### config.mk
export PLATFORM = sky130hd
export DESIGN_NAME = div37by19
export DESIGN_NICKNAME = d
export VERILOG_FILES = /design/src/rtl/div37by19_pkg.sv /design/src/rtl/div37by19.sv
export SDC_FILE = /design/constraint.sdc
export NUM_CORES = 1
export LEC_CHECK = 0
export CORE_UTILIZATION = 50
export CTS_BUF_LIST = sky130_fd_sc_hd__clkbuf_4 sky130_fd_sc_hd__clkbuf_8
export DETAILED_ROUTE_END_ITERATION = 12
export PLACE_DENSITY_LB_ADDON = 0.3
export SLEW_MARGIN = 30
export SYNTH_ARGS = -nofsm -noshare
export SYNTH_HDL_FRONTEND = slang
export SYNTH_SLANG_ARGS = --single-unit
### constraint.sdc
create_clock -name clk -period 4.7 [get_ports clk]
set_input_delay 0.94 -clock clk [delete_from_list [all_inputs] [get_ports clk]]
set_output_delay 0.94 -clock clk [all_outputs]
set_load 0.05 [all_outputs]
### src/rtl/div37by19_pkg.sv
// rtl/div37by19_pkg.sv - shared widths, limits and FSM states for the 37/19 signed divider
package div37by19_pkg;
   localparam int DW   = 36;
   localparam int QW   = 19;
   localparam int MAGW = 18;

   localparam logic [MAGW-1:0] QMAX = 18'h3FFFF;

   typedef enum logic [1:0] {
      IDLE = 2'd0,
      CALC = 2'd1,
      FIX  = 2'd2
   } state_t;
endpackage

### src/rtl/div37by19.sv
// rtl/div37by19.sv - signed 37-bit (product format) by 19-bit restoring divider
// with quotient saturation, divide-by-zero flag and registered results.
module div37by19
   import div37by19_pkg::*;
(
   input  logic          clk,
   input  logic          rst_n,
   input  logic          start,
   input  logic [DW:0]   a,
   input  logic [QW-1:0] b,
   output logic [QW-1:0] q,
   output logic [QW-1:0] r,
   output logic          busy,
   output logic          done,
   output logic          dz,
   output logic          ovf
);
   state_t          r_state;
   logic [DW-1:0]   r_dvd;
   logic [MAGW-1:0] r_rem;
   logic [MAGW-1:0] r_div;
   logic [5:0]      r_cnt;
   logic            r_sign_q;
   logic            r_sign_r;
   logic            r_dz;

   logic [DW-1:0]   w_amag;
   logic [MAGW-1:0] w_bneg;
   logic [MAGW-1:0] w_bmag;
   logic [MAGW:0]   w_trial;
   logic            w_ge;
   logic [MAGW-1:0] w_sub;
   logic            w_ovf;
   logic [MAGW-1:0] w_qmag;
   logic [QW-1:0]   w_qpos;
   logic [QW-1:0]   w_rpos;
   logic [QW-1:0]   w_qsgn;
   logic [QW-1:0]   w_rsgn;

   assign w_amag = a[DW] ? (~a[DW-1:0] + 36'd1) : a[DW-1:0];
   assign w_bneg = ~b[MAGW-1:0] + 18'd1;
   // The most negative divisor has no 18-bit magnitude, so it is folded to -(2^18-1).
   assign w_bmag = (b == 19'h40000) ? QMAX : (b[QW-1] ? w_bneg : b[MAGW-1:0]);

   assign w_trial = {r_rem, r_dvd[DW-1]};
   assign w_ge    = (w_trial >= {1'b0, r_div});
   assign w_sub   = w_trial[MAGW-1:0] - r_div;

   assign w_ovf  = |r_dvd[DW-1:MAGW];
   assign w_qmag = w_ovf ? QMAX : r_dvd[MAGW-1:0];
   assign w_qpos = {1'b0, w_qmag};
   assign w_rpos = {1'b0, r_rem};
   assign w_qsgn = r_sign_q ? (~w_qpos + 19'd1) : w_qpos;
   assign w_rsgn = r_sign_r ? (~w_rpos + 19'd1) : w_rpos;

   assign busy = (r_state != IDLE);

   always_ff @(posedge clk or negedge rst_n) begin
      if (!rst_n) begin
         r_state  <= IDLE;
         r_dvd    <= '0;
         r_rem    <= '0;
         r_div    <= '0;
         r_cnt    <= '0;
         r_sign_q <= 1'b0;
         r_sign_r <= 1'b0;
         r_dz     <= 1'b0;
         q        <= '0;
         r        <= '0;
         done     <= 1'b0;
         dz       <= 1'b0;
         ovf      <= 1'b0;
      end else begin
         done <= 1'b0;
         case (r_state)
            IDLE: begin
               if (start) begin
                  r_dvd    <= w_amag;
                  r_rem    <= '0;
                  r_div    <= w_bmag;
                  r_cnt    <= 6'd35;
                  r_sign_q <= a[DW] ^ b[QW-1];
                  r_sign_r <= a[DW];
                  r_dz     <= (b == '0);
                  r_state  <= (b == '0) ? FIX : CALC;
               end
            end
            CALC: begin
               // Quotient bits shift into r_dvd as the dividend bits shift out.
               r_rem <= w_ge ? w_sub : w_trial[MAGW-1:0];
               r_dvd <= {r_dvd[DW-2:0], w_ge};
               r_cnt <= r_cnt - 6'd1;
               if (r_cnt == 6'd0) r_state <= FIX;
            end
            FIX: begin
               if (r_dz) begin
                  q   <= '0;
                  r   <= '0;
                  dz  <= 1'b1;
                  ovf <= 1'b0;
               end else begin
                  q   <= w_qsgn;
                  r   <= w_rsgn;
                  dz  <= 1'b0;
                  ovf <= w_ovf;
               end
               done    <= 1'b1;
               r_state <= IDLE;
            end
            default: r_state <= IDLE;
         endcase
      end
   end
endmodule

==> impl_results.md, run 1 <==
* Post-CTS Hold Fix Bufs at 0
* EDFF count, synth at 0
* Row Count at 45
* Die area at about 0.016 mm²
* Sum of negative setup slack at 0 ns
* Worst min-delay path class: reg2reg
* Hold violation total from the final report at 0
* Worst-case register-to-register setup slack at between 0.7 and 0.8 ns
* Prevailing post-synth register cell: sky130_fd_sc_hd__dfrtp_1
* Initial antenna violation count at 0
* Starting density of the core at approximately half
* CP arrival at approximately 4.3 ns
* Sequential cell area fraction in the yosys report at 38.9%
* Worst slew margin relative to its limit at between 40% and 50%
* Uppermost signal routing layer after detailed routing: met4
* Largest fanout on the critical path at 10
* Core Box Area at 0.0154 mm²
* Reg-to-reg critical path startpoint: r_dvd[32]
* Post-Route WL at around 20 mm
* Number of top-level design ports at about 100
* Routed Antenna Nets at 0
* Highest clock frequency the design can meet at 250 MHz
* Overall Global Routing Usage at 25.6%
* Utilization of the core after routing at 62.0%
* Number of buffers inserted during clock tree synthesis at 17
* IR Drop Worst-Case VDD at approximately 0.32 mV
* Clock transition at the registers of the reported paths at approximately 0.070 ns
* Number of pins with negative max-slew slack in the final report at 0
* Die width at roughly 130 µm
* Share of the synthesized area in the top cell type at about two fifths
* Global-route wire length before repair at approximately 33 mm
* Number of filler cells placed in the layout at 1347
* Cell accounting for the most synthesized area: sky130_fd_sc_hd__dfrtp_1
* Area growth from synthesis to layout at 19.4%
* Hold path start: q[4]
* Weighted congestion at the end of routability-driven global placement at just over 0.9
* Combined area of all synthesized cells at about 0.008 mm²
* Mean Syn Cell Area at ~8.7 µm²
* Worst Hold Slack at about 0.48 ns
* Detailed placement HPWL at 14.5 mm
* DRT iter0 DRCs at around 540
* DP Cell Count at 1188
* Height of the die at between 100 and 150 µm
* Fraction of layout cells with a size suffix above 1 at 7.33%
* Number of nets at the end of the flow at between 1000 and 1500
* Nets in the synthesized netlist at 1003
* Later-pin clock latency in the skew report at 0.46 ns
* Via density per instance at 5.94
* Leak at 3.94 nW
* Worst-case clock buffer depth at 2
* Via total after detailed routing at roughly 7200
* Number of distinct library cells after synthesis at 67
* Largest net degree at the start of global routing at 65
* Critical path class: reg2reg
* Mean routed wirelength per cell at between 15 and 20 µm
* Pwr Density at approximately 690 mW/mm²
* Total met2 wirelength after detailed routing at between 8 and 9 mm
* Result of the run: completed
* RSZ-0062 raised after global routing: no
* Vias in the first global route at approximately 6700
* Slew of the pin with the lowest slew margin at between 0.8 and 0.9 ns
* Count of TritonRoute iterations in the first routing pass at 5
* Input/output buffers at 100
* Master cell of the clock root buffer: sky130_fd_sc_hd__clkbuf_8
* Count of instances resized after the clock tree is built at 0
* Endpoint class of the critical path: flop
* Diode insertion count for antenna repair at 0
* Synth Instances at between 900 and 1000
* Fraction of registers with async set/reset at 100%
* Setup-violating endpoint count in the final report at 0
* Synth top cells by count: 125 x sky130_fd_sc_hd__o21ai_0, 124 x sky130_fd_sc_hd__dfrtp_1, 109 x sky130_fd_sc_hd__nand2_1, 49 x sky130_fd_sc_hd__clkbuf_1, 47 x sky130_fd_sc_hd__xor2_1
* Dominant cells by area after synthesis: sky130_fd_sc_hd__dfrtp_1 39%, sky130_fd_sc_hd__o21ai_0 7.8%, sky130_fd_sc_hd__xor2_1 5.2%
* Number of storage elements in the synthesis netlist at 124
* CTS tree: done
* Sum of routed wire segments on met1 at between 9 and 10 mm
* Count of maximum capacitance violations at 0
* H-Tree Depth at 4
* Nature of the critical path startpoint: flop
* Number of buffers inserted by post-CTS setup repair at 0
* Critical Path RT at between 5 and 6 ns
* Count leader, synth: sky130_fd_sc_hd__o21ai_0
* Min Clock Period, post-route at approximately 4.0 ns
* Worst setup skew after layout at between 0.01 and 0.015 ns
* Count of warnings emitted by yosys at 0
* Final cell count without fillers at 1220
* CTS sink cnt at around 120
* Final critical-path share of the clock period at about 85%
* Worst setup path startpoint: r_dvd[32]
* DRC violation count after routing at 0
* Detailed-routed wire length on met3 at between 1 and 1.5 mm
* Congestion Overflow GR at 0
==> metrics by stage <==
| stage | total power, mW | area, µm² | setup WS [ns] |
|---|---|---|---|
| 3_3_place_gp | 5.53 | 9150 | 0.852 |
| 2_1_floorplan | 4.57 | 7990 | 0.957 |
| 4_1_cts | 6.54 | 9530 | 0.741 |
| 3_5_place_dp | 5.61 | 9150 | 0.763 |
| 6_report | 6.55 | 9540 | 0.707 |
| 5_1_grt | 7.06 | 9540 | 0.502 |
==> layout by cell type (no fill, tap or decap), types with 7 or more instances in the layout <==
master,count
sky130_fd_sc_hd__o41ai_1,7
sky130_fd_sc_hd__mux2i_1,10
sky130_fd_sc_hd__a21oi_1,32
sky130_fd_sc_hd__o211ai_1,8
sky130_fd_sc_hd__or4_1,16
sky130_fd_sc_hd__nor2_1,41
sky130_fd_sc_hd__o21a_1,15
sky130_fd_sc_hd__nand2b_1,11
sky130_fd_sc_hd__xor2_1,47
sky130_fd_sc_hd__ha_1,24
sky130_fd_sc_hd__clkdlybuf4s50_1,99
sky130_fd_sc_hd__buf_4,14
sky130_fd_sc_hd__a22oi_1,33
sky130_fd_sc_hd__o31ai_1,21
sky130_fd_sc_hd__nand3_1,19
sky130_fd_sc_hd__o21ai_0,125
sky130_fd_sc_hd__a211oi_1,13
sky130_fd_sc_hd__dfrtp_1,124
sky130_fd_sc_hd__nand2_1,109
sky130_fd_sc_hd__xnor2_1,24
sky130_fd_sc_hd__nor3b_1,10
sky130_fd_sc_hd__nor3_1,25
sky130_fd_sc_hd__clkbuf_8,17
sky130_fd_sc_hd__or3_1,12
sky130_fd_sc_hd__inv_1,30
==> logic make-up (layout without fill, tap and decap cells) <==
| logic type | count (synthesis) | in the layout | share of synthesized area (%) |
|---|---|---|---|
| AOI/OAI and AO/OA | 310 | 310 | 25.2 |
| and+or+nand+nor | 289 | 289 | 18.1 |
| DFF | 124 | 124 | 38.9 |
| buffers and inverters | 85 | 175 | 4.04 |
| xor gates and xnor gates | 71 | 71 | 7.79 |
| adders and majority gates | 25 | 25 | 4.01 |
| muxes | 15 | 15 | 1.96 |
==> per-layer routing <==
| layer | up-vias | global-route usage [%] |
|---|---|---|
| met2 | 243 | 39.3 |
| met5 | - | 0 |
| met3 | 32 | 4.45 |
| li1 | 3529 | - |
| met1 | 3440 | 36.3 |
| met4 | 0 | 9.34 |
==> sequential cells by signal (all words and copies together), names as in the netlist <==
| signal | count |
|---|---|
| ovf | 1 |
| done | 1 |
| r_sign_q | 1 |
| r_dz | 1 |
| q | 19 |
| r | 19 |
| r_dvd | 36 |
| r_state | 2 |
| r_rem | 18 |
| r_cnt | 6 |
| r_sign_r | 1 |
| dz | 1 |
| r_div | 18 |
==> area by class of cell <==
| class | count | area [µm²] | area share, % |
|---|---|---|---|
| Clock inverter | 15 | 149 | 1.56 |
| Inverter | 30 | 113 | 1.18 |
| Multi-Input combinational cell | 710 | 4580 | 48.0 |
| Timing Repair Buffer | 113 | 1100 | 11.5 |
| Sequential cell | 124 | 3100 | 32.5 |
| Tap cell | 211 | 264 | 2.77 |
| Clock buffer | 17 | 234 | 2.45 |
==> critical path: stages (launching register included) <==
cell and delay [ns]:
sky130_fd_sc_hd__dfrtp_1 0.39, sky130_fd_sc_hd__or4_1 0.51, sky130_fd_sc_hd__or4_1 0.70, sky130_fd_sc_hd__nor2_1 0.23, sky130_fd_sc_hd__ha_1 0.20, sky130_fd_sc_hd__nor3b_1 0.33
sky130_fd_sc_hd__nand4b_1 0.18, sky130_fd_sc_hd__or3_1 0.38, sky130_fd_sc_hd__or4_4 0.43, sky130_fd_sc_hd__mux2_2 0.27, sky130_fd_sc_hd__o22ai_1 0.16, sky130_fd_sc_hd__a21oi_1 0.08
==> power by group <==
| group | leakage [nW] | internal [mW] | switching [mW] |
|---|---|---|---|
| Combinational | 2.21 | 1.40 | 2.16 |
| Sequential | 1.55 | 1.55 | 0.521 |
| Clock | 0.184 | 0.468 | 0.455 |
| Total | 3.94 | 3.41 | 3.14 |
==> path summary, 6_finish.rpt <==
check | endpoint | cells after the start
worst max register to register | q[14] | 11
worst min-delay path | q[4] | 2
worst max-delay path | q[14] | 11
worst min register to register | q[4] | 2
min in group asynchronous | r_dvd[23] | 1
max in group asynchronous | r[2] | 2
Note: power is estimated with default switching activity, not from simulation.
==> inputs of run 2 (changes only) <==
==> constraint.sdc (replaced) <==
create_clock -name clk -period 4 [get_ports clk]
set_input_delay 0.8 -clock clk [delete_from_list [all_inputs] [get_ports clk]]
set_output_delay 0.8 -clock clk [all_outputs]
set_load 0.05 [all_outputs]
==> run 2 against run 1 <==
  * Power up 17%
  * Critical endpoint unchanged
  * Sequential power increased by 17%
  * Combinational power grew 17%
  * Cell count about the same
  * Clock power grew 14%
==> impl_results.md, run 2 (synthesis gave the netlist of run 1 again) <==
* Via density per instance at 5.83
* DP Cell Count at around 1200
* Number of stages on the worst setup path at 11
* Most frequent cells in the layout: 125 x sky130_fd_sc_hd__o21ai_0, 124 x sky130_fd_sc_hd__dfrtp_1, 109 x sky130_fd_sc_hd__nand2_1
* Initial antenna violation count at 0
* Worst path bufs/invs at 0
* Congestion Overflow GR at 0
* Reg-to-reg critical path startpoint: r_dvd[32]
* CTS sink cnt at ~120
* Area growth from synthesis to layout at 19.6%
* Pwr Density at between 800 and 900 mW/mm²
* Number of nets at the end of the flow at 1081
* Starting density of the core at between 50% and 60%
* CP arrival at 4.05 ns
* RSZ-0062 raised after global routing: no
* Most common cell after layout, fill and taps aside: sky130_fd_sc_hd__o21ai_0
* Detailed placement HPWL at 14.5 mm
* Gate family responsible for the most delay along the worst path: simple AND/OR/NAND/NOR gates
* Via total after detailed routing at 7117
* Die area at 0.0165 mm²
* Leak at between 3 and 4 nW
* Count of maximum capacitance violations at 0
* Setup ws final at around 0.28 ns
* H-Tree Depth at 4
* Worst min-delay path class: in2async
* Row Count at between 40 and 50
* Later-pin clock latency in the skew report at around 0.45 ns
* Overall Global Routing Usage at around a quarter
* Critical Path RT at between 4 and 5 ns
* Worst setup path startpoint: r_dvd[32]
* Largest net degree at the start of global routing at 72
* Input/output buffers at 100
* Slowest cell on the critical path: sky130_fd_sc_hd__or4_1
* Worst-case register-to-register setup slack at roughly 0.28 ns
* Pre-CTS WS at around 0.22 ns
* DRC violation count after routing at 0
* R2R depth at 11
* Register ranked first by flip-flop count: r_dvd
* Clock transition at the registers of the reported paths at around 0.080 ns
* Slew of the pin with the lowest slew margin at about 0.84 ns
* Biggest regs: r_dvd (36), q (19), r (19)
* Critical path class: reg2reg
* Nature of the critical path startpoint: flop
* Highest clock frequency the design can meet at 269 MHz
* CTS tree: done
* Number of top-level design ports at approximately 100
* Height of the die at 128 µm
* Count of TritonRoute iterations in the first routing pass at 5
* Cell-by-cell listing of the critical path: or4_1 > or4_1 > nor2_1 > ha_1 > nor3b_2 > nand4b_1 > or3_1 > or4_4 > mux2_2 > o22ai_1 > a21oi_1
* Hold violation total from the final report at 0
* Result of the run: completed
* Fraction of layout cells with a size suffix above 1 at around 7.5%
* Routed Antenna Nets at 0
* Number of pins with negative max-slew slack in the final report at 0
* Number of filler cells placed in the layout at 1377
* Global-route wire length before repair at approximately 33 mm
* Worst slew margin relative to its limit at between 40 and 50%
* Endpoint class of the critical path: flop
* Worst-case clock buffer depth at 2
* Master cell of the clock root buffer: sky130_fd_sc_hd__clkbuf_8
* DRT iter0 DRCs at 450
* Min Clock Period, post-route at 3.72 ns
* IR Drop Worst-Case VDD at between 0.3 and 0.4 mV
* Diode insertion count for antenna repair at 0
* Core Box Area at between 0.015 and 0.02 mm²
* Post-CTS Hold Fix Bufs at 0
* Post-layout instance area at 0.00955 mm²
* Final cell count without fillers at approximately 1200
* Cell occurring most often along the worst timing path: sky130_fd_sc_hd__or4_1
* Final critical-path share of the clock period at 93.0%
* Worst Hold Slack at 0.344 ns
* Total design power at ~7.7 mW
* Number of buffers inserted during clock tree synthesis at 17
* Setup-violating endpoint count in the final report at 0
* Largest fanout on the critical path at 4
* Utilization of the core after routing at a little over 60%
* Sum of negative setup slack at 0 ns
* Vias in the first global route at 6553
* Die width at approximately 130 µm
* Worst setup skew after layout at about 0.014 ns
* Weighted congestion at the end of routability-driven global placement at 0.914
* Number of flip-flops under the largest register name at 36
* Placed cell area at about 0.0092 mm²
* Slowest Stage Delay on Critical Path at 0.60 ns
* Post-Route WL at 19.7 mm
* Mean routed wirelength per cell at 16.1 µm
## run 2: layout make-up
class / count / area [µm²] / area share, %
clock buffer: 19 / 262 / 2.74
clock inverter: 13 / 118 / 1.23
tap: 211 / 264 / 2.77
inverter: 30 / 113 / 1.18
timing repair buffer: 114 / 1110 / 11.6
multi-input combinational: 710 / 4580 / 48.0
sequential: 124 / 3100 / 32.5
## run 2: what timing repair did
item | CTS | global route
buffers inserted | 0 | 0
gates resized for setup | 0 | 1
endpoints found under the setup margin | 0 | 2
## run 2: metal layers
metal	up-vias	part of all wire [%]	global-route usage, %
li1	3523	-	-
met1	3367	49	36.7
met2	207	45	39.1
met3	20	4.6	3.53
met4	0	1.3	7.27
met5	-	0	0
## run 2: worst paths after layout
path                             endpoint
worst max-delay path                q[14]
worst min-delay path            r_dvd[24]
worst max register to register      q[14]
worst min register to register       r[2]
max in group asynchronous        r_rem[3]
min in group clk                     r[2]
## run 2: worst register-to-register path, delay by kind of cell (launching register included)
family          cells  cell delay [ns]
simple gates        7             2.50
fa+ha+maj           1             0.20
mux                 1             0.28
flops               1             0.39
compound gates      2             0.23
## run 2: where the power goes
group	internal [mW]	switching [mW]	total (mW)
sequential	1.82	0.616	2.43
clock	0.524	0.525	1.05
combinational	1.65	2.53	4.18
total	3.99	3.67	7.66
==> inputs of run 3 (changes only) <==
--- a/config.mk
+++ b/config.mk
@@ -5,7 +5,7 @@
 export SDC_FILE = /design/constraint.sdc
 export NUM_CORES = 1
 export LEC_CHECK = 0
-export CORE_UTILIZATION = 50
+export CORE_UTILIZATION = 39
 export CTS_BUF_LIST = sky130_fd_sc_hd__clkbuf_4 sky130_fd_sc_hd__clkbuf_8
 export DETAILED_ROUTE_END_ITERATION = 12
 export PLACE_DENSITY_LB_ADDON = 0.3
==> run 3 against run 2 <==
  * Worst setup slack improved by 0.066 ns
  * Non-clock buffer count is 1 lower
  * Routed wire length up 4.9%
  * Register-to-register slack improved by 0.07 ns
  * Power is 2.1% higher
  * Critical endpoint unchanged
  * Sequential cell count is the same
  * Sequential share of layout area decreased by 0.44 points
  * Hold slack gained 0.11 ns
==> impl_results.md, run 3 (synthesis gave the netlist of run 1 again) <==
* Weighted congestion at the end of routability-driven global placement at between 0.8 and 0.9
* Result of the run: completed
* Vias in the first global route at ~6700
* Congestion Overflow GR at 0
* Number of filler cells placed in the layout at between 1500 and 2000
* Die area at ~0.021 mm²
* Routed Antenna Nets at 0
* Pwr Density at just over 800 mW/mm²
* Worst setup skew after layout at 0.0117 ns
* IR Drop Worst-Case VDD at 0.224 mV
* Most common cell after layout, fill and taps aside: sky130_fd_sc_hd__o21ai_0
* Worst path bufs/invs at 0
* DRC violation count after routing at 0
* Slew of the pin with the lowest slew margin at 0.915 ns
* Total design power at about 7.8 mW
* Count of TritonRoute iterations in the first routing pass at 5
* Critical Path RT at between 4 and 5 ns
* Number of buffers inserted during clock tree synthesis at 17
* Biggest regs: r_dvd (36), q (19), r (19)
* Number of pins with negative max-slew slack in the final report at 0
* Largest net degree at the start of global routing at 64
* Endpoint class of the critical path: flop
* Min Clock Period, post-route at about 3.7 ns
* Global-route wire length before repair at between 30 and 40 mm
* Register ranked first by flip-flop count: r_dvd
* Number of nets at the end of the flow at 1080
* Highest clock frequency the design can meet at 274 MHz
* CP arrival at 3.98 ns
* Fraction of layout cells with a size suffix above 1 at 7.34%
* Number of top-level design ports at about 100
* Later-pin clock latency in the skew report at ~0.44 ns
* Final cell count without fillers at roughly 1300
* Mean routed wirelength per cell at 16.2 µm
* Cell occurring most often along the worst timing path: sky130_fd_sc_hd__or4_1
* Via density per instance at about 5.6
* CTS sink cnt at 124
* Worst min-delay path class: in2async
* Starting density of the core at around 40%
* H-Tree Depth at 4
* Nature of the critical path startpoint: flop
* RSZ-0062 raised after global routing: no
* Overall Global Routing Usage at approximately 20%
* Input/output buffers at 100
* DP Cell Count at between 1000 and 1500
* Count of maximum capacitance violations at 0
* Worst-case clock buffer depth at 2
* Die width at approximately 150 µm
* Post-Route WL at around 21 mm
* Detailed placement HPWL at 15.1 mm
* Critical path class: reg2reg
* Area growth from synthesis to layout at 21.2%
* Number of flip-flops under the largest register name at 36
* Worst slew margin relative to its limit at between 30 and 40%
* Core Box Area at slightly below 0.02 mm²
* Sum of negative setup slack at 0 ns
* Diode insertion count for antenna repair at 0
* Slowest cell on the critical path: sky130_fd_sc_hd__or4_1
* Leak at between 3 and 4 nW
* Hold violation total from the final report at 0
* Final critical-path share of the clock period at between 90 and 100%
* Gate family responsible for the most delay along the worst path: simple AND/OR/NAND/NOR gates
* Slowest Stage Delay on Critical Path at 0.56 ns
* DRT iter0 DRCs at 440
* CTS tree: done
* Setup-violating endpoint count in the final report at 0
* Most frequent cells in the layout: 125 x sky130_fd_sc_hd__o21ai_0, 124 x sky130_fd_sc_hd__dfrtp_1, 109 x sky130_fd_sc_hd__nand2_1
* Largest fanout on the critical path at 4
* Via total after detailed routing at 7071
* Height of the die at approximately 150 µm
* Row Count at between 50 and 60
* Initial antenna violation count at 0
* Cell-by-cell listing of the critical path: or4_1 > or4_1 > nor2_1 > ha_1 > nor3b_2 > nand4b_1 > or3_1 > or4_4 > mux2_2 > o22ai_1 > a21oi_1
* Master cell of the clock root buffer: sky130_fd_sc_hd__clkbuf_8
* Clock transition at the registers of the reported paths at roughly 0.070 ns
## run 3: cell types whose count changed in the layout (fill, tap and decap cells not counted)
cell / delta
sky130_fd_sc_hd__buf_12: +1
sky130_fd_sc_hd__buf_4: -1
sky130_fd_sc_hd__buf_6: -1
sky130_fd_sc_hd__bufinv_16: +2
sky130_fd_sc_hd__clkbuf_4: +1
sky130_fd_sc_hd__clkbuf_8: +3
sky130_fd_sc_hd__clkinv_2: -3
sky130_fd_sc_hd__clkinvlp_4: -3
sky130_fd_sc_hd__inv_6: -1
## run 3: metal layers
layer  GRT usage [%]  up-vias  share of wire, %
met3            3.62       19               3.8
met1            29.3     3352                50
met4            5.32        0               1.0
li1                -     3526                 -
met5               0        -                 0
met2            30.9      174                45
## run 3: final timing paths
path	start	depth (start not counted)	slack (ns)	endpoint
worst max-delay path	r_dvd[32]	11	0.35	q[14]
worst min-delay path	rst_n	1	0.45	r_dvd[23]
worst max register to register	r_dvd[32]	11	0.35	q[14]
worst min register to register	dz	2	0.48	dz
max in group asynchronous	rst_n	3	2.58	r[16]
min in group clk	dz	2	0.48	dz
## run 3: through the flow
stage               hold WS (ns)  cell area [µm²]  utilization, %  setup WS (ns)
finish                     0.453             9680            48.9          0.345
global route               0.492             9680            48.9          0.109
CTS                        0.458             9670            48.9          0.221
detailed placement         0.466             9230            46.6          0.239
global placement           0.462             9230            46.6          0.297
floorplan                  0.449             7990               -          0.257
## run 3: repair_timing
item                       4_1_cts  5_1_grt
gates resized for setup          0        1
hold buffers                     0        0
setup endpoints to repair        0        1
setup buffers                    0        0
## run 3: power by group
part / leakage (nW) / switching, mW / total, mW / internal [mW]
logic: 2.21 / 2.53 / 4.17 / 1.64
clock network: 0.218 / 0.500 / 1.21 / 0.707
registers: 1.55 / 0.625 / 2.44 / 1.82
total: 3.98 / 3.66 / 7.82 / 4.17
## run 3: cell type report
type                       count  area, µm²  area share, %
multi-input combinational    710       4580           47.3
sequential                   124       3100           32.1
timing repair buffer         113       1110           11.5
clock inverter                 8        131           1.36
tap                          265        332           3.43
inverter                      30        113           1.16
clock buffer                  23        310           3.21
==> RTL edit, RTL diff (config.mk and constraints of run 1) <==
Re-encode `state_t` (3 states) as one-hot, 3 bits wide.
--- a/src/rtl/div37by19_pkg.sv
+++ b/src/rtl/div37by19_pkg.sv
@@ -6,10 +6,10 @@
 
    localparam logic [MAGW-1:0] QMAX = 18'h3FFFF;
 
-   typedef enum logic [1:0] {
-      IDLE = 2'd0,
-      CALC = 2'd1,
-      FIX  = 2'd2
+   typedef enum logic [2:0] {
+      IDLE = 3'b001,
+      CALC = 3'b010,
+      FIX  = 3'b100
    } state_t;
 endpackage
 
Formal check against the unedited RTL: same outputs for any inputs over 10 cycles, from zero or initial values and one cycle with rst_n low; not proved beyond that.
==> RTL edit against run 1 <==
First-iteration DRC count stayed put; count of clock-buffer cells in the layout is 5 higher; clock skew is 0.0019 ns lower; cell count is 0.25% lower; via count is 3.0% lower; routed wire length is 4.8% lower; total power is 16% lower; sequential cell count is 1 higher; area after synthesis is 0.97% lower; setup slack better by 0.33 ns; die area is 0.96% lower; final area is 0.77% lower.
==> RTL edit: results (changes against run 1) <==
- Status: finished clean
- Routability cong.: 0.890 (-4.3%)
- Post-synthesis sequential area ratio: 39.6% (+0.71 points)
- Dpl hpwl: 13.7 mm (-5.7%)
- Pre-CTS setup slack: 0.684 ns (-0.0786 ns)
- Hold Path Sink: q[10]
- Clock Skews: 0.00888 ns (-0.00192 ns)
- Unique masters post-synth: 56 (-16%)
- CP Capture Point: q[12]
- Clock Power Share: 17.4% (+3.3 points)
- Switching Share: 43.9% (-4.0 points)
- Dpl cell area: 9060 um2 (-0.97%)
- Share of cells above drive strength 1: 6.56% (-0.77 points)
- Flop2flop setup slack: 1.03 ns (+0.33 ns)
- Post-synthesis adder-cell area fraction: 4.05% (+0.039 points)
- Via count: 7029 (-3.0%)
- Synth Area in Compound Gates: 24.9% (-0.37 points)
- Synth Area in XOR/XNOR: 6.98% (-0.81 points)
- CP arrival: 3.95 ns (-0.38 ns)
- Tot GR Track Use: 23.8% (-1.8 points)
- Synth top cells by count: 124 x dfrtp_1, 120 x o21ai_0, 108 x nand2_1
- Worst r2r src: r_dvd[21]
- Clk_lat worst skew: 0.44 ns (-0.02 ns)
- Comb power frac: 49.3% (-5.1 points)
- Fin nets: 1077 (-0.28%)
- Multiplexer area fraction after synthesis: 1.77% (-0.19 points)
- Synth top area cells: dfrtp_1 39%, o21ai_0 7.6%, xor2_1 5.2%, nand2_1 5.1%, ha_1 3.8%
- Vias in the first global route: 6318 (-5.3%)
- Slew HR: 36.2% (-7.9 points)
- Wire per inst: 15.4 um (-4.6%)
- Final Core Density: 61.8% (-0.25 points)
- Largest net degree at the start of global routing: 64 (-1.5%)
- P_clk: 952 uW (+3.1%)
- Beginning of the worst hold path: q[10]
- CP max-delay cell: or3_1
- Net count after synthesis: 1001 (-0.20%)
-- RTL edit: cell count changes after synthesis, sizes merged, moves of 6 or more --
cell and delta:
or2 -6, nor2 +12, xnor2 -8, nor4 +6, o21a -7, o21ai +12
-- RTL edit: layer usage --
layer	track usage [%]	vias to the layer above	part of all wire, %
li1	-	3504	-
met2	36.1	189	45
met1	34.4	3304	49
met5	0	-	0
met3	3.55	32	4.1
met4	9.13	0	2.3
-- RTL edit: layout make-up --
| cell class | count | share of cell area [%] |
|---|---|---|
| Timing Repair Buffer | 108 | 11.3 |
| Clock inverter | 10 | 1.18 |
| Multi-Input combinational cell | 707 | 47.2 |
| Clock buffer | 22 | 3.13 |
| Inverter | 34 | 1.35 |
| Tap cell | 211 | 2.79 |
| Sequential cell | 125 | 33.1 |
-- RTL edit: cell families after synthesis --
kind of cell	after synthesis
compound gates	314
simple gates	291
flops	125
buf+inv	85
xor+xnor	63
fa+ha+maj	25
mux	14
